[src/rtl/key_repeat_ctrl_pkg.sv]
// ----------------------------------------------------------------------------
// tetris_pkg : keycodes, key classes and controller states for key_repeat_ctrl
// Revision   : 1.0
// ----------------------------------------------------------------------------
`default_nettype none

package tetris_pkg;

  localparam logic [7:0] KEY_LEFT  = 8'h04;
  localparam logic [7:0] KEY_RIGHT = 8'h07;
  localparam logic [7:0] KEY_DOWN  = 8'h16;
  localparam logic [7:0] KEY_ROT   = 8'h1A;
  localparam logic [7:0] KEY_DROP  = 8'h2C;

  typedef enum logic [2:0] {
    KC_NONE  = 3'd0,
    KC_LEFT  = 3'd1,
    KC_RIGHT = 3'd2,
    KC_DOWN  = 3'd3,
    KC_ROT   = 3'd4,
    KC_DROP  = 3'd5
  } key_class_t;

  typedef enum logic [2:0] {
    ST_IDLE   = 3'd0,
    ST_FIRST  = 3'd1,
    ST_DAS    = 3'd2,
    ST_REPEAT = 3'd3,
    ST_HOLD   = 3'd4
  } ctrl_state_t;

  function automatic key_class_t decode_key(input logic [7:0] code);
    case (code)
      KEY_LEFT:  return KC_LEFT;
      KEY_RIGHT: return KC_RIGHT;
      KEY_DOWN:  return KC_DOWN;
      KEY_ROT:   return KC_ROT;
      KEY_DROP:  return KC_DROP;
      default:   return KC_NONE;
    endcase
  endfunction

  // Bit order: {hard_drop, rotate, move_down, move_right, move_left}
  function automatic logic [4:0] class_pulse(input key_class_t kc);
    logic [4:0] p;
    p = 5'b0;
    case (kc)
      KC_LEFT:  p[0] = 1'b1;
      KC_RIGHT: p[1] = 1'b1;
      KC_DOWN:  p[2] = 1'b1;
      KC_ROT:   p[3] = 1'b1;
      KC_DROP:  p[4] = 1'b1;
      default:  p = 5'b0;
    endcase
    return p;
  endfunction

endpackage

`default_nettype wire

[src/rtl/key_repeat_ctrl_if.sv]
// ----------------------------------------------------------------------------
// key_repeat_ctrl_if : keyboard-side inputs and move-pulse outputs
// Revision           : 1.0
// ----------------------------------------------------------------------------
`default_nettype none

interface key_repeat_ctrl_if;
  logic [7:0] keycode;
  logic       enable;
  logic       move_left;
  logic       move_right;
  logic       move_down;
  logic       rotate;
  logic       hard_drop;
  logic       key_active;

  modport master (
    output keycode, enable,
    input  move_left, move_right, move_down, rotate, hard_drop, key_active
  );

  modport slave (
    input  keycode, enable,
    output move_left, move_right, move_down, rotate, hard_drop, key_active
  );
endinterface

`default_nettype wire

[src/rtl/key_repeat_ctrl_keycode_filter.sv]
// ----------------------------------------------------------------------------
// keycode_filter : two-sample stability filter on the raw keycode plus decode
// Revision       : 1.0
// ----------------------------------------------------------------------------
`default_nettype none

module keycode_filter
  import tetris_pkg::*;
(
  input  logic       frame_clk,
  input  logic       Reset,
  input  logic [7:0] keycode,
  output key_class_t key_class,
  output logic       class_changed
);

  logic [7:0] kq_q, kq_d;
  logic [7:0] kstable_q, kstable_d;

  always_comb begin
    kq_d      = keycode;
    kstable_d = (keycode == kq_q) ? kq_q : kstable_q;
  end

  always_ff @(posedge frame_clk or posedge Reset) begin
    if (Reset) begin
      kq_q      <= 8'h00;
      kstable_q <= 8'h00;
    end else begin
      kq_q      <= kq_d;
      kstable_q <= kstable_d;
    end
  end

  // Class of the value kstable takes at this edge, so the FSM reacts on that same edge
  assign key_class     = decode_key(kstable_d);
  assign class_changed = (key_class != decode_key(kstable_q));

endmodule

`default_nettype wire

[src/rtl/key_repeat_ctrl.sv]
// ----------------------------------------------------------------------------
// key_repeat_ctrl : filtered keycode -> one-frame move pulses with DAS/repeat
// Revision        : 1.0
// ----------------------------------------------------------------------------
`default_nettype none

module key_repeat_ctrl
  import tetris_pkg::*;
#(
  parameter int unsigned DAS_FRAMES      = 10,
  parameter int unsigned ARR_FRAMES      = 3,
  parameter int unsigned SOFT_ARR_FRAMES = 2
) (
  input  logic              frame_clk,
  input  logic              Reset,
  key_repeat_ctrl_if.slave  bus
);

  localparam logic [7:0] DAS_RELOAD  = 8'(DAS_FRAMES - 1);
  localparam logic [7:0] ARR_RELOAD  = 8'(ARR_FRAMES - 1);
  localparam logic [7:0] SOFT_RELOAD = 8'(SOFT_ARR_FRAMES - 1);

  key_class_t  key_class;
  logic        class_changed;

  ctrl_state_t state_q, state_d, eff_state;
  logic [7:0]  count_q, count_d;
  logic [4:0]  pulse_q, pulse_d;
  logic        active_q, active_d;

  keycode_filter u_filter (
    .frame_clk     (frame_clk),
    .Reset         (Reset),
    .keycode       (bus.keycode),
    .key_class     (key_class),
    .class_changed (class_changed)
  );

  always_comb begin
    state_d   = state_q;
    count_d   = count_q;
    pulse_d   = 5'b0;
    active_d  = 1'b0;
    eff_state = state_q;
    if (!bus.enable || key_class == KC_NONE) begin
      state_d = ST_IDLE;
      count_d = 8'h00;
    end else begin
      active_d = 1'b1;
      if (state_q == ST_IDLE || class_changed) begin
        pulse_d = class_pulse(key_class);
        state_d = ST_FIRST;
        case (key_class)
          KC_LEFT, KC_RIGHT: count_d = DAS_RELOAD;
          KC_DOWN:           count_d = SOFT_RELOAD;
          default:           count_d = 8'h00;
        endcase
      end else begin
        // FIRST only marks the pulse cycle; the counter already runs as its successor
        if (state_q == ST_FIRST) begin
          case (key_class)
            KC_LEFT, KC_RIGHT: eff_state = ST_DAS;
            KC_DOWN:           eff_state = ST_REPEAT;
            default:           eff_state = ST_HOLD;
          endcase
        end
        case (eff_state)
          ST_DAS, ST_REPEAT: begin
            if (count_q == 8'h00) begin
              pulse_d = class_pulse(key_class);
              state_d = ST_REPEAT;
              count_d = (key_class == KC_DOWN) ? SOFT_RELOAD : ARR_RELOAD;
            end else begin
              state_d = eff_state;
              count_d = count_q - 8'd1;
            end
          end
          default: state_d = ST_HOLD;
        endcase
      end
    end
  end

  always_ff @(posedge frame_clk or posedge Reset) begin
    if (Reset) begin
      state_q  <= ST_IDLE;
      count_q  <= 8'h00;
      pulse_q  <= 5'b0;
      active_q <= 1'b0;
    end else begin
      state_q  <= state_d;
      count_q  <= count_d;
      pulse_q  <= pulse_d;
      active_q <= active_d;
    end
  end

  assign bus.move_left  = pulse_q[0];
  assign bus.move_right = pulse_q[1];
  assign bus.move_down  = pulse_q[2];
  assign bus.rotate     = pulse_q[3];
  assign bus.hard_drop  = pulse_q[4];
  assign bus.key_active = active_q;

endmodule

`default_nettype wire

[src/flat_wrapper.sv]
// flat-port wrapper written by rule: the top's interface ports become plain ports
module key_repeat_ctrl_flat import tetris_pkg::*;
#(
  parameter int unsigned DAS_FRAMES      = 10,
  parameter int unsigned ARR_FRAMES      = 3,
  parameter int unsigned SOFT_ARR_FRAMES = 2
)
  (frame_clk, Reset, bus_keycode, bus_enable, bus_move_left, bus_move_right, bus_move_down, bus_rotate, bus_hard_drop, bus_key_active);
  key_repeat_ctrl_if bus_i ();
  input  logic frame_clk;
  input  logic Reset;
  input wire logic [$bits(bus_i.keycode)-1:0] bus_keycode;
  input wire logic [$bits(bus_i.enable)-1:0] bus_enable;
  output wire logic [$bits(bus_i.move_left)-1:0] bus_move_left;
  output wire logic [$bits(bus_i.move_right)-1:0] bus_move_right;
  output wire logic [$bits(bus_i.move_down)-1:0] bus_move_down;
  output wire logic [$bits(bus_i.rotate)-1:0] bus_rotate;
  output wire logic [$bits(bus_i.hard_drop)-1:0] bus_hard_drop;
  output wire logic [$bits(bus_i.key_active)-1:0] bus_key_active;
  assign bus_i.keycode = bus_keycode;
  assign bus_i.enable = bus_enable;
  assign bus_move_left = bus_i.move_left;
  assign bus_move_right = bus_i.move_right;
  assign bus_move_down = bus_i.move_down;
  assign bus_rotate = bus_i.rotate;
  assign bus_hard_drop = bus_i.hard_drop;
  assign bus_key_active = bus_i.key_active;
  key_repeat_ctrl #(.DAS_FRAMES(DAS_FRAMES), .ARR_FRAMES(ARR_FRAMES), .SOFT_ARR_FRAMES(SOFT_ARR_FRAMES)) u_core (.frame_clk(frame_clk), .Reset(Reset), .bus(bus_i));
endmodule
[config.mk]
export PLATFORM = sky130hd
export DESIGN_NAME = key_repeat_ctrl_flat
export DESIGN_NICKNAME = d
export VERILOG_FILES = /design/src/rtl/key_repeat_ctrl_pkg.sv /design/src/rtl/key_repeat_ctrl_if.sv /design/src/rtl/key_repeat_ctrl_keycode_filter.sv /design/src/rtl/key_repeat_ctrl.sv /design/src/flat_wrapper.sv
export SDC_FILE = /design/constraint.sdc
export NUM_CORES = 1
export LEC_CHECK = 0
export ABC_CLOCK_PERIOD_IN_PS = 3000
export BUFFER_PORTS_ARGS = -buffer_cell sky130_fd_sc_hd__buf_2
export CORE_AREA = 3 3 61 63
export DETAILED_ROUTE_END_ITERATION = 8
export DIE_AREA = 0 0 64 66
export MAX_ROUTING_LAYER = met4
export PLACE_DENSITY = 0.83
export SLEW_MARGIN = 5
export SYNTH_ARGS = -nofsm -noshare
export SYNTH_HDL_FRONTEND = slang
export SYNTH_HIERARCHICAL = 1
export SYNTH_SLANG_ARGS = --single-unit
[constraint.sdc]
create_clock -name frame_clk -period 3 [get_ports frame_clk]
set_input_delay 0.3 -clock frame_clk [delete_from_list [all_inputs] [get_ports frame_clk]]
set_output_delay 0.3 -clock frame_clk [all_outputs]
set_load 0.02 [all_outputs]
* Word-level counts from Yosys, hierarchy flattened
Cells that the tools add are included.
** Word-level totals
- Word-level logic and storage cells :: 63
- Output and inout bits :: 6
- Bits of input ports :: 11
- Bits in registers :: 33
** Operators by class
- Add/subtract/negate cells :: 1
- Equality and inequality tests :: 20
- Reduce and logical (&&, ||, !) cells :: 9
- Multiplexer cells :: 27
** Operators by type and width (number)
- $mux 8 :: 5
- $eq 8x3->1 const B :: 4
- $eq 8x5->1 const B :: 4
- $pmux 3 s5 :: 2
- $mux 3 :: 7
- $mux 5 :: 4
- $eq 8x6->1 const B :: 2
- $eq 3x2->1 const B :: 4
- $eq 8x8->1 :: 1
- $logic_not 8->1 :: 1
- $pmux 4 s2 :: 1
- $sub 8x1->8 const B :: 1
- $eq 3x1->1 const B :: 2
- $eq 3x3->1 const B :: 2
- $logic_not 3->1 :: 2
- $mux 1 :: 6
- $pmux 3 s2 :: 1
- $reduce_or 2->1 :: 2
- $ne 3x3->1 :: 1
- $reduce_bool 3->1 :: 1
- $logic_or 1x1->1 :: 2
- $mux 2 :: 1
- $logic_not 1->1 :: 1

* Logic depth before layout (Yosys ltp)
Gate-level depths: netlist of the first run.
- Depth in word-level cells :: 15
- Depth in mapped cells :: 12
- Depth with buffers taken out :: 9

* Modules after synthesis
Netlist of the first run, hierarchy kept.
** By module, submodules not included
- key_repeat_ctrl :: sequential area each 425.4 um2, cells an instance 101, area each 944.7 um2, instances 1
- keycode_filter :: sequential area each 400.4 um2, cells an instance 71, area each 909.6 um2, instances 1

* Worst setup path after synthesis of the first run
Ideal clock, no wire load.
- Path kind :: flip-flop to flip-flop
- Start :: reg u_core.u_filter.kq_q[4]
- End :: reg u_core.count_q[2]
- Required time :: 2.906 ns
- Buffers on the path :: 3
- Clock period less this slack :: 2.730 ns
- Setup time :: 0.094 ns
- Slack :: 0.270 ns
- Data arrival time :: 2.635 ns
- Stages on the path, launching flop included :: 13
- Path through :: dfrtp_1 > buf_6 > xor2_1 > nor4_2 > nand2_2 > buf_6 > a21bo_2 > clkbuf_1 > o21ba_2 > a21oi_1 > or2_2 > nor2_1 > a211oi_1
** Between the ends
- Word-level cells in the longest chain between the ends :: 13
- Elaborated cells between the ends (all ways) :: 26
- Classes of those cells :: 12 x eq/ne; 8 x mux; 6 x reduce/logical
** RTL lines
- start, declared :: line key_repeat_ctrl_keycode_filter.sv:17 : logic [7:0] kq_q, kq_d;
- start signal, assigned :: line key_repeat_ctrl_keycode_filter.sv:30 : kq_q <= kq_d;
- $eq 8x8->1 :: line key_repeat_ctrl_keycode_filter.sv:22 : kstable_d = (keycode == kq_q) ? kq_q : kstable_q;
- $mux 8 (*) :: line key_repeat_ctrl_keycode_filter.sv:22
- $eq 8x6->1, or another cell as far along :: line key_repeat_ctrl_pkg.sv:33 : case (code)
- $pmux 3 s5 (*) :: line key_repeat_ctrl_pkg.sv:33
- named net u_core.key_class[0] :: line key_repeat_ctrl.sv:23 : key_class_t key_class;
- $eq 3x1->1 or $eq 3x2->1 (tied branches) :: line key_repeat_ctrl.sv:61 : case (key_class)
- $reduce_or 2->1 :: line key_repeat_ctrl.sv:61
- $pmux 3 s2 :: line key_repeat_ctrl.sv:61
- $mux 3 :: line key_repeat_ctrl.sv:60 : if (state_q == ST_FIRST) begin
- $mux 3 :: line key_repeat_ctrl.sv:50 : if (state_q == ST_IDLE || class_changed) begin
- $mux 3 :: line key_repeat_ctrl.sv:45 : if (!bus.enable || key_class == KC_NONE) begin
- $eq 3x2->1 :: line key_repeat_ctrl.sv:67 : case (eff_state)
- $reduce_or 2->1 :: line key_repeat_ctrl.sv:67
- $reduce_bool 3->1 (no source line)
- end signal, assigned :: line key_repeat_ctrl.sv:92 : count_q <= count_d;
- end, declared :: line key_repeat_ctrl.sv:27 : logic [7:0] count_q, count_d;
The timed path passes the listed nets; every way through them passes the cells marked *. The select of a mux whose other input is x is not followed.
A chain may end at the register's enable or synchronous reset.

* Worst setup path in the final report of the first run
- Start :: reg u_core.u_filter.kstable_q[5]
- End :: reg u_core.count_q[0]
** Between the ends
- Elaborated cells between the ends (all ways) :: 35
- Classes of those cells :: 16 x eq/ne; 13 x mux; 6 x reduce/logical
** RTL lines
- start, declared :: line key_repeat_ctrl_keycode_filter.sv:18 : logic [7:0] kstable_q, kstable_d;
- start signal, assigned :: line key_repeat_ctrl_keycode_filter.sv:31 : kstable_q <= kstable_d;
- $mux 8 :: line key_repeat_ctrl_keycode_filter.sv:22
- $eq 8x6->1, or another cell as far along :: line key_repeat_ctrl_pkg.sv:33
- $pmux 3 s5 :: line key_repeat_ctrl_pkg.sv:33
- $ne 3x3->1 (*) :: line key_repeat_ctrl_keycode_filter.sv:37 : assign class_changed = (key_class != decode_key(kstable_q));
- named net u_core.class_changed :: line key_repeat_ctrl.sv:24 : logic class_changed;
- $logic_or 1x1->1 (*) :: line key_repeat_ctrl.sv:50
- $mux 8 :: line key_repeat_ctrl.sv:50
- $mux 8 :: line key_repeat_ctrl.sv:45
Marked as above.

==> impl_metrics.env, run 1 <==
export IMPL_startpoint_type="flip-flop"
export IMPL_synth_most_common_cell="dfrtp_1"
export IMPL_initialDrtViolationCount=120
export IMPL_hold_viol_final=0
export IMPL_placed_cell_area_sq_um=1980
export IMPL_seq_area_frac_synth_pct=44.5
export IMPL_fin_cells=240
export IMPL_grt_max_degree=18
export IMPL_syn_area_per_cell_sq_um=10.8
export IMPL_synthesis_nets=185
export IMPL_r2r_start="u_core/u_filter/kstable_q[5]"
export IMPL_drt_first_pass_iters=5
export IMPL_worstRegToRegCells=8
export IMPL_critPathCapture="u_core/count_q[0]"
export IMPL_r2r_end="u_core/count_q[0]"
export IMPL_clkLatencyLatePin_ps=340
export IMPL_cp_data_required_time_ps=3280
export IMPL_synth_top_area_share_pct=44.5
export IMPL_post_place_ws_ps=308
export IMPL_layout_min_cycle_time_ps=2690
export IMPL_final_nets=206
export IMPL_fin_ws_ps=314
export IMPL_max_slew_worst_pin_slew_ps=667
export IMPL_dieArea_sq_um=4220
export IMPL_finalSetupViolations=0
export IMPL_ctsRootBufferMaster="clkbuf_4"
export IMPL_cts_tree="built"
export IMPL_netlist_area_sq_um=1850
export IMPL_ctsHoldBuffers=0
export IMPL_via_per_inst=5.83
export IMPL_place_gp_congestion=0.924
export IMPL_path_clk_slew_ps=110
export IMPL_synth_warnings=6
export IMPL_io_buffers=16
export IMPL_drv_slew=0
export IMPL_diodes=0
export IMPL_synth_edf_count=0
export IMPL_status="completed"
export IMPL_routed_wl_um=3880
export IMPL_fp_dieW_um=64
export IMPL_clock_skew_ps=12.6
export IMPL_cts_made_buffers=5
export IMPL_cellPowerDensity_nw_per_um2=461
export IMPL_htreeDepth=2
export IMPL_rsz0062_at_grt="no"
export IMPL_worstPathArrival_ps=2960
export IMPL_fmax_ghz=0.372
export IMPL_ys_top_cells_by_area="dfrtp_1, mux2_4, xor2_1, nor2_1, mux2i_1"
export IMPL_synthCells=172
export IMPL_layout_worst_path_cycle_share_pct=89.5
export IMPL_crit_path_end_kind="flip-flop"
export IMPL_overflow=0
export IMPL_ir_drop_v=0.000324
export IMPL_fp_row_count=21
export IMPL_worst_path_max_fanout=8
export IMPL_antenna_found_initial=0
export IMPL_critical_path_startpoint="u_core/u_filter/kstable_q[5]"
export IMPL_layout_drive_gt1_share_pct=28.9
export IMPL_first_global_vias=1491
export IMPL_synth_main_ff_cell="dfrtp_1"
export IMPL_grt_pass1_wl_um=6900
export IMPL_drv_cap=0
export IMPL_slew_headroom_pct=55.4
export IMPL_coreArea_sq_um=3280
export IMPL_wl_per_cell_um=16.2
export IMPL_synthTopCellsByCount="dfrtp_1, nor2_1, xor2_1"
export IMPL_yosysUniqueCellTypes=48
export IMPL_cts_resized=0
export IMPL_p_leak_nw=0.936
export IMPL_ys_ff_latch=33
export IMPL_die_h_um=66
export IMPL_tns_ps=0
export IMPL_p_total_mw=0.950
export IMPL_drc=0
export IMPL_synthArstFlopShare_pct=100
export IMPL_antenna_left=0
export IMPL_clk_path_buf_depth=2
export IMPL_postCtsSetupRepairBufs=0
export IMPL_num_io_pins=17
export IMPL_vias=1399
export IMPL_dp_hpwl_um=2830
export IMPL_rrSetupSlack_ps=310
export IMPL_start_util_pct=56.5
export IMPL_area_delta_synth_final_pct=11.2
export IMPL_yosysTopAreaCell="dfrtp_1"
export IMPL_dp_cells=232
export IMPL_track_usage_pct=22.0
export IMPL_worstSetupPathType="flip-flop to flip-flop"
export IMPL_fin_area_sq_um=2060
export IMPL_cts_sinks=33
export IMPL_min_path_type="primary input to asynchronous set/reset pin"
how the worst min path moves through the flow:
stage	start	to	slack, ps
global placement	Reset	u_core/u_filter/kq_q[5]	390
floorplan	Reset	u_core/u_filter/kq_q[0]	210
CTS	Reset	u_core/u_filter/kq_q[5]	30
global route	Reset	u_core/u_filter/kq_q[5]	50
finish	Reset	u_core/u_filter/kstable_q[5]	10
detailed placement	Reset	u_core/u_filter/kq_q[5]	410
through the flow:
| stage | hold slack [ps] | utilization (%) |
|---|---|---|
| after global routing | 54.9 | 62.8 |
| after detailed placement | 412 | 60.4 |
| after CTS | 27.8 | 62.6 |
| after global placement | 388 | 60.4 |
| after floorplan | 214 | - |
| final | 13.4 | 62.8 |
report_power, final:
part | switching [mW] | total (mW) | internal (mW)
registers | 0.0354 | 0.506 | 0.470
clock network | 0.156 | 0.292 | 0.136
logic | 0.0784 | 0.153 | 0.0744
routing by layer:
metal	part of all wire [%]	GRT usage, %	routed length, um	vias up
li1	-	-	-	668
met1	44	27.0	1690	665
met2	48	33.0	1870	52
met3	5.4	5.78	208	14
met4	2.8	12.1	108	0
met5	0	-	0	-
critical path: stages, from the launching register on:
cell and delay, ps:
dfrtp_1 460, nor3b_1 370, a22oi_1 230, o311ai_0 360, a41oi_1 270, nor2_2 330
nand2_1 270, nor2_1 210, o2bb2ai_1 130
layout make-up:
| class | count | area [sq um] |
|---|---|---|
| well taps | 46 | 57.6 |
| clock buffers | 7 | 65.1 |
| fillers | 253 | 1220 |
| repair buffers | 20 | 110 |
| multi-input cells | 126 | 972 |
| flip-flops and latches | 33 | 826 |
| inverters | 7 | 26.3 |
| clock inverters | 1 | 5.00 |
state kept, by name, summed over array words and instances, names as in the netlist:
signal                     count
u_core/u_filter/kq_q           8
u_core/state_q                 3
u_core/count_q                 8
u_core/pulse_q                 5
u_core/u_filter/kstable_q      8
u_core/bus.key_active          1
layout by cell type, fill, tap and decap left out, types with 2 or more instances in the layout:
master,n
clkbuf_4,5
xnor2_1,5
mux2_4,6
buf_2,16
nor4b_2,3
nor3_1,9
nor4b_1,3
nand3_1,2
inv_1,7
mux2i_1,6
or2_2,2
nor4bb_1,2
nand2_2,2
a31oi_1,2
nor3b_1,3
and4bb_2,2
o211ai_1,2
nand4_1,2
nor4_2,2
dfrtp_1,33
nand3b_1,2
buf_4,4
nand2_1,7
ha_1,2
xor2_1,10
mux2_2,2
a21oi_1,6
nor2_1,19
clkbuf_8,2
o21ai_0,4
cells by family (layout without fill, tap and decap cells):
group	Yosys count	count (layout)	share of synthesized area [%]
xor gates and xnor gates	15	15	7.08
buffers and inverters	13	35	3.44
DFF	33	33	44.5
and+or+nand+nor	68	68	23.3
adders and majority gates	2	2	1.35
muxes	14	14	9.31
AOI/OAI and AO/OA	27	27	10.9
Power figures use the tool's default switching activity.
==> inputs of run 2 (changes only) <==
Settings changed: ABC_AREA set to 1, CORE_AREA 3 3 61 63 to 3 3 64 66, DIE_AREA 0 0 64 66 to 0 0 67 69, PLACE_DENSITY 0.83 to 0.84.
==> run 2 against run 1 <==
Clock power up 9.9%. Fmax up 0.95%. Clock-buffer cell count down 1. Largest cell class unchanged. Hold slack better by 49 ps. Largest power group unchanged. Critical endpoint is now u_core/count_q[1]. Clock skew down 0.63 ps. Combinational power down 34%.
==> impl_metrics.env, run 2 <==
export IMPL_status="completed"
export IMPL_ys_top_cells_by_area="dfrtp_1, nand2_1, inv_1, nand2_2, nand3_1"
export IMPL_max_slew_worst_pin_slew_ps=649
export IMPL_tns_ps=0
export IMPL_cts_tree="built"
export IMPL_first_global_vias=1766
export IMPL_fin_util_pct=65.8
export IMPL_drc=0
export IMPL_area_delta_synth_final_pct=12.9
export IMPL_hold_viol_final=0
export IMPL_fp_dieW_um=67
export IMPL_crit_top_cell="nand2_2"
export IMPL_layout_drive_gt1_share_pct=23.0
export IMPL_hold_slack_ps=62.4
export IMPL_multi_input_area_sq_um=1110
export IMPL_critPathSlowestCell="dfrtp_1"
export IMPL_top_regs="u_core/count_q: 8 flops, u_core/u_filter/kq_q: 8 flops, u_core/u_filter/kstable_q: 8 flops"
export IMPL_drt_first_pass_iters=5
export IMPL_fin_ws_ps=339
export IMPL_rsz0062_at_grt="no"
export IMPL_layout_worst_path_cycle_share_pct=88.7
export IMPL_fp_row_count=22
export IMPL_cts_sinks=33
export IMPL_antenna_found_initial=0
export IMPL_path_cells="xnor2_1 -> nand2_2 -> nor2_4 -> nand2_4 -> nand2_1 -> nand2_1 -> nand2_2 -> nor2_2 -> nand2_2 -> nand2_2 -> nand2_1 -> nand2_1 -> inv_1 -> nand4_1 -> inv_1 -> nand2_2 -> inv_2 -> nand2_4 -> nor2_4 -> buf_4 -> o21ai_1"
export IMPL_startpoint_type="flip-flop"
export IMPL_via_per_inst=4.98
export IMPL_min_path_type="primary input to asynchronous set/reset pin"
export IMPL_fillCellCount=334
export IMPL_synth_edf_count=0
export IMPL_grt_pass1_wl_um=7290
export IMPL_synth_most_common_cell="nand2_1"
export IMPL_drv_slew=0
export IMPL_routed_wl_um=4250
export IMPL_slew_headroom_pct=56.7
export IMPL_ctsRootBufferMaster="clkbuf_8"
export IMPL_num_io_pins=17
export IMPL_start_util_pct=58.3
export IMPL_cellPowerDensity_nw_per_um2=376
export IMPL_worst_path_max_fanout=7
export IMPL_syn_area_per_cell_sq_um=7.23
export IMPL_ir_drop_v=0.000323
export IMPL_post_place_ws_ps=296
export IMPL_place_gp_congestion=0.910
export IMPL_netlist_area_sq_um=2120
export IMPL_synth_top_area_share_pct=39.0
export IMPL_finalSetupViolations=0
export IMPL_cts_made_buffers=5
export IMPL_overflow=0
export IMPL_io_buffers=16
export IMPL_dieArea_sq_um=4620
export IMPL_wl_per_cell_um=11.5
export IMPL_diodes=0
export IMPL_clk_path_buf_depth=2
export IMPL_htreeDepth=2
export IMPL_synthesis_nets=306
export IMPL_dp_hpwl_um=3210
export IMPL_final_common_cell="nand2_1"
export IMPL_initialDrtViolationCount=128
export IMPL_synthArstFlopShare_pct=100
export IMPL_synth_main_ff_cell="dfrtp_1"
export IMPL_drv_cap=0
export IMPL_track_usage_pct=20.8
export IMPL_synth_warnings=6
export IMPL_mostFrequentLayoutCells="nand2_1, inv_1, dfrtp_1"
export IMPL_antenna_left=0
export IMPL_regArea_sq_um=826
export IMPL_yosysUniqueCellTypes=29
export IMPL_dp_cells=357
export IMPL_path_clk_slew_ps=70
export IMPL_vias=1842
export IMPL_seq_area_frac_synth_pct=39.0
export IMPL_clkLatencyLatePin_ps=290
export IMPL_crit_path_end_kind="flip-flop"
export IMPL_die_h_um=69
export IMPL_fmax_ghz=0.376
export IMPL_clock_skew_ps=12.0
export IMPL_yosysTopAreaCell="dfrtp_1"
export IMPL_p_leak_nw=1.28
export IMPL_layout_min_cycle_time_ps=2660
export IMPL_final_nets=334
export IMPL_cp_data_required_time_ps=3170
export IMPL_fin_cells=370
export IMPL_grt_max_degree=18
export IMPL_crit_path_max_incr_delay_ps=410
export IMPL_worstPathArrival_ps=2840
export IMPL_worstSetupPathType="flip-flop to flip-flop"
export IMPL_synthTopCellsByCount="nand2_1, inv_1, dfrtp_1"
export IMPL_coreArea_sq_um=3630
export IMPL_synthCells=293
export IMPL_ys_ff_latch=33
-- run 2: changes by cell type in the layout (fill, tap and decap cells not counted), sizes merged, moves of 8 or more --
| cell | before | now |
|---|---|---|
| nor2 | 20 | 36 |
| nand3 | 2 | 26 |
| mux2 | 8 | 0 |
| inv | 7 | 49 |
| nand2 | 9 | 112 |
-- run 2: metal layers --
| metal | global-route usage [%] | up-vias | share of wire, % |
|---|---|---|---|
| met1 | 26.2 | 842 | 46 |
| li1 | - | 955 | - |
| met4 | 8.78 | 0 | 1.8 |
| met3 | 4.56 | 7 | 4.2 |
| met2 | 32.0 | 38 | 48 |
| met5 | - | - | 0 |
-- run 2: worst max-delay path: cells and delay by family, from the launching register on --
kind                      cells  cell delay (ps)
xor gates and xnor gates      1              170
DFF                           1              410
and+or+nand+nor              15             1480
buffers and inverters         4              400
AOI/OAI and AO/OA             1               70
-- run 2: cell type report --
type	count	share of cell area [%]
Clock inverter	2	0.419
Tap cell	48	2.51
Sequential cell	33	34.5
Inverter	51	8.11
Clock buffer	6	3.04
Timing Repair Buffer	21	4.92
Multi-Input combinational cell	209	46.5
-- run 2: report_power, final --
| group | switching, mW | leakage (nW) | internal, mW |
|---|---|---|---|
| logic | 0.0662 | 0.811 | 0.0348 |
| registers | 0.0168 | 0.427 | 0.461 |
| clock network | 0.160 | 0.0450 | 0.161 |
-- run 2: kinds of logic after synthesis --
logic type,count (synthesis),share of synthesized area (%)
and+or+nand+nor,184,41.9
buffers and inverters,52,9.69
DFF,33,39.0
AOI/OAI and AO/OA,13,4.14
xor gates and xnor gates,9,4.08
adders and majority gates,2,1.18
-- run 2: path summary, 6_finish.rpt --
path,start,endpoint,slack (ps),depth (start not counted)
min,Reset,u_core/u_filter/kstable_q[0],60,2
min reg2reg,u_core/count_q[0],u_core/count_q[0],500,2
max,u_core/u_filter/kq_q[3],u_core/count_q[1],340,21
max in group asynchronous,Reset,u_core/state_q[2],2480,2
max reg2reg,u_core/u_filter/kq_q[3],u_core/count_q[1],340,21
min in group frame_clk,bus_keycode[7],u_core/u_filter/kq_q[7],140,1
-- run 2: per-stage QoR --
step	instance area, sq um	power, mW
final	2390	0.900
after detailed placement	2250	0.583
after global routing	2390	0.941
after floorplan	2120	0.556
after CTS	2340	0.904
after global placement	2250	0.581
-- run 2: what timing repair did --
action / 4_1_cts / 5_1_grt
buffers inserted: 0 / 4
endpoints found under the hold margin: 0 / 0
hold buffers: 0 / 0
gates resized for setup: 0 / 6
endpoints found under the setup margin: 0 / 8
==> inputs of run 3 (changes only) <==
Settings changed: CORE_AREA 3 3 64 66 to 2 2 63 65, DIE_AREA 0 0 67 69 to 0 0 65 67.
==> run 3 against run 2 <==
Setup slack improved by 22 ps. Clock power rose by 3%. Clock skew shrank 5.0 ps. Largest cell class unchanged.
==> impl_metrics.env, run 3 (same netlist as run 2, synthesis figures left out) <==
export IMPL_fmax_ghz=0.379
export IMPL_drv_cap=0
export IMPL_via_per_inst=5.02
export IMPL_overflow=0
export IMPL_worst_path_max_fanout=9
export IMPL_tns_ps=0
export IMPL_cellPowerDensity_nw_per_um2=386
export IMPL_layout_min_cycle_time_ps=2640
export IMPL_start_util_pct=58.7
export IMPL_num_io_pins=17
export IMPL_clkLatencyLatePin_ps=280
export IMPL_final_common_cell="nand2_1"
export IMPL_status="completed"
export IMPL_placed_cell_area_sq_um=2250
export IMPL_fp_dieW_um=65
export IMPL_worstPathArrival_ps=2840
export IMPL_diodes=0
export IMPL_antenna_left=0
export IMPL_area_delta_synth_final_pct=11.2
export IMPL_layout_worst_path_cycle_share_pct=88.0
export IMPL_cp_data_required_time_ps=3200
export IMPL_critPathSlowestCell="dfrtp_1"
export IMPL_drt_first_pass_iters=4
export IMPL_ir_drop_v=0.000278
export IMPL_cts_tree="built"
export IMPL_dieArea_sq_um=4360
export IMPL_track_usage_pct=22.3
export IMPL_min_path_type="primary input to asynchronous set/reset pin"
export IMPL_initialDrtViolationCount=153
export IMPL_mostFrequentLayoutCells="nand2_1, inv_1, dfrtp_1"
export IMPL_cts_made_buffers=5
export IMPL_grt_max_degree=18
export IMPL_clk_path_buf_depth=2
export IMPL_fin_area_sq_um=2350
export IMPL_first_global_vias=1723
export IMPL_layout_drive_gt1_share_pct=21.1
export IMPL_wl_per_cell_um=11.0
export IMPL_dp_cells=357
export IMPL_die_h_um=67
export IMPL_drc=0
export IMPL_crit_top_cell="nand2_1"
export IMPL_fin_cells=366
export IMPL_path_clk_slew_ps=70
export IMPL_place_gp_congestion=0.868
export IMPL_crit_family="simple AND/OR/NAND/NOR gates"
export IMPL_io_buffers=16
export IMPL_coreArea_sq_um=3610
export IMPL_cp_num_buf_inv=3
export IMPL_max_slew_worst_pin_slew_ps=636
export IMPL_vias=1838
export IMPL_startpoint_type="flip-flop"
export IMPL_dp_hpwl_um=3100
export IMPL_crit_path_end_kind="flip-flop"
export IMPL_top_regs="u_core/count_q: 8 flops, u_core/u_filter/kq_q: 8 flops, u_core/u_filter/kstable_q: 8 flops"
export IMPL_path_cells="inv_2 -> nand2_1 -> nand2_1 -> nand2_2 -> nor2_4 -> nand3_1 -> nand2_1 -> nand2_2 -> nor2_2 -> nand2_2 -> nand2_2 -> nand2_1 -> nand2_1 -> nand4_1 -> inv_1 -> nand2_1 -> inv_2 -> nand2_4 -> nor2_2 -> nand2_1 -> o21ai_1"
export IMPL_hold_viol_final=0
export IMPL_slew_headroom_pct=57.5
export IMPL_worstSetupPathType="flip-flop to flip-flop"
export IMPL_crit_path_max_incr_delay_ps=400
export IMPL_htreeDepth=2
export IMPL_drv_slew=0
export IMPL_fp_row_count=22
export IMPL_antenna_found_initial=0
export IMPL_ctsRootBufferMaster="clkbuf_8"
export IMPL_final_nets=331
export IMPL_p_leak_nw=1.26
export IMPL_routed_wl_um=4010
export IMPL_grt_pass1_wl_um=7220
export IMPL_finalSetupViolations=0
export IMPL_clock_skew_ps=6.99
export IMPL_cts_sinks=33
export IMPL_rsz0062_at_grt="no"
## run 3: cell count changes in the layout (fill, tap and decap cells not counted), sizes merged
cell	delta
buf	-3
nor2	+1
nand2	-1
clkinv	-2
clkbuf	+1
## run 3: worst paths after layout
| kind | start | endpoint | slack, ps | cells past startpoint |
|---|---|---|---|---|
| max | u_core/u_filter/kq_q[4] | u_core/count_q[7] | 360 | 21 |
| min | Reset | u_core/u_filter/kstable_q[0] | 90 | 2 |
| max reg2reg | u_core/u_filter/kq_q[4] | u_core/count_q[7] | 360 | 21 |
| min reg2reg | u_core/count_q[0] | u_core/count_q[0] | 500 | 2 |
| max in group asynchronous | Reset | u_core/count_q[7] | 2490 | 2 |
| min in group frame_clk | bus_keycode[2] | u_core/u_filter/kq_q[2] | 150 | 1 |
## run 3: cell type report
cell class	instances	area, sq um
Inverter	51	194
Tap cell	48	60.1
Clock buffer	7	86.3
Timing Repair Buffer	18	95.1
Sequential cell	33	826
Multi-Input combinational cell	209	1090
Fill cell	309	1250
## run 3: where the power goes
part	internal [mW]	leakage, nW	total [mW]	switching (mW)
clock	0.182	0.0443	0.332	0.150
combinational	0.0330	0.784	0.0984	0.0654
sequential	0.461	0.427	0.478	0.0163
## run 3: per-layer routing
layer	GRT usage [%]	vias to the layer above	wire [um]
met3	3.72	10	216
met2	34.0	58	1840
met4	13.0	0	117
li1	-	945	-
met5	-	-	0
met1	28.2	825	1840
## run 3: timing repair
action / in CTS / in global routing
endpoints found under the setup margin: 0 / 8
resized for setup: 0 / 1
hold buffers: 0 / 0
buffers inserted: 0 / 1
## run 3: through the flow
| stage | hold slack (ps) | util, % | setup slack [ps] | total power [mW] |
|---|---|---|---|---|
| floorplan | 214 | - | 577 | 0.556 |
| global placement | 408 | 62.5 | 379 | 0.581 |
| detailed placement | 408 | 62.5 | 295 | 0.583 |
| CTS | 100 | 64.9 | 313 | 0.917 |
| global route | 138 | 65.3 | 13.2 | 0.956 |
| finish | 90.1 | 65.3 | 361 | 0.908 |
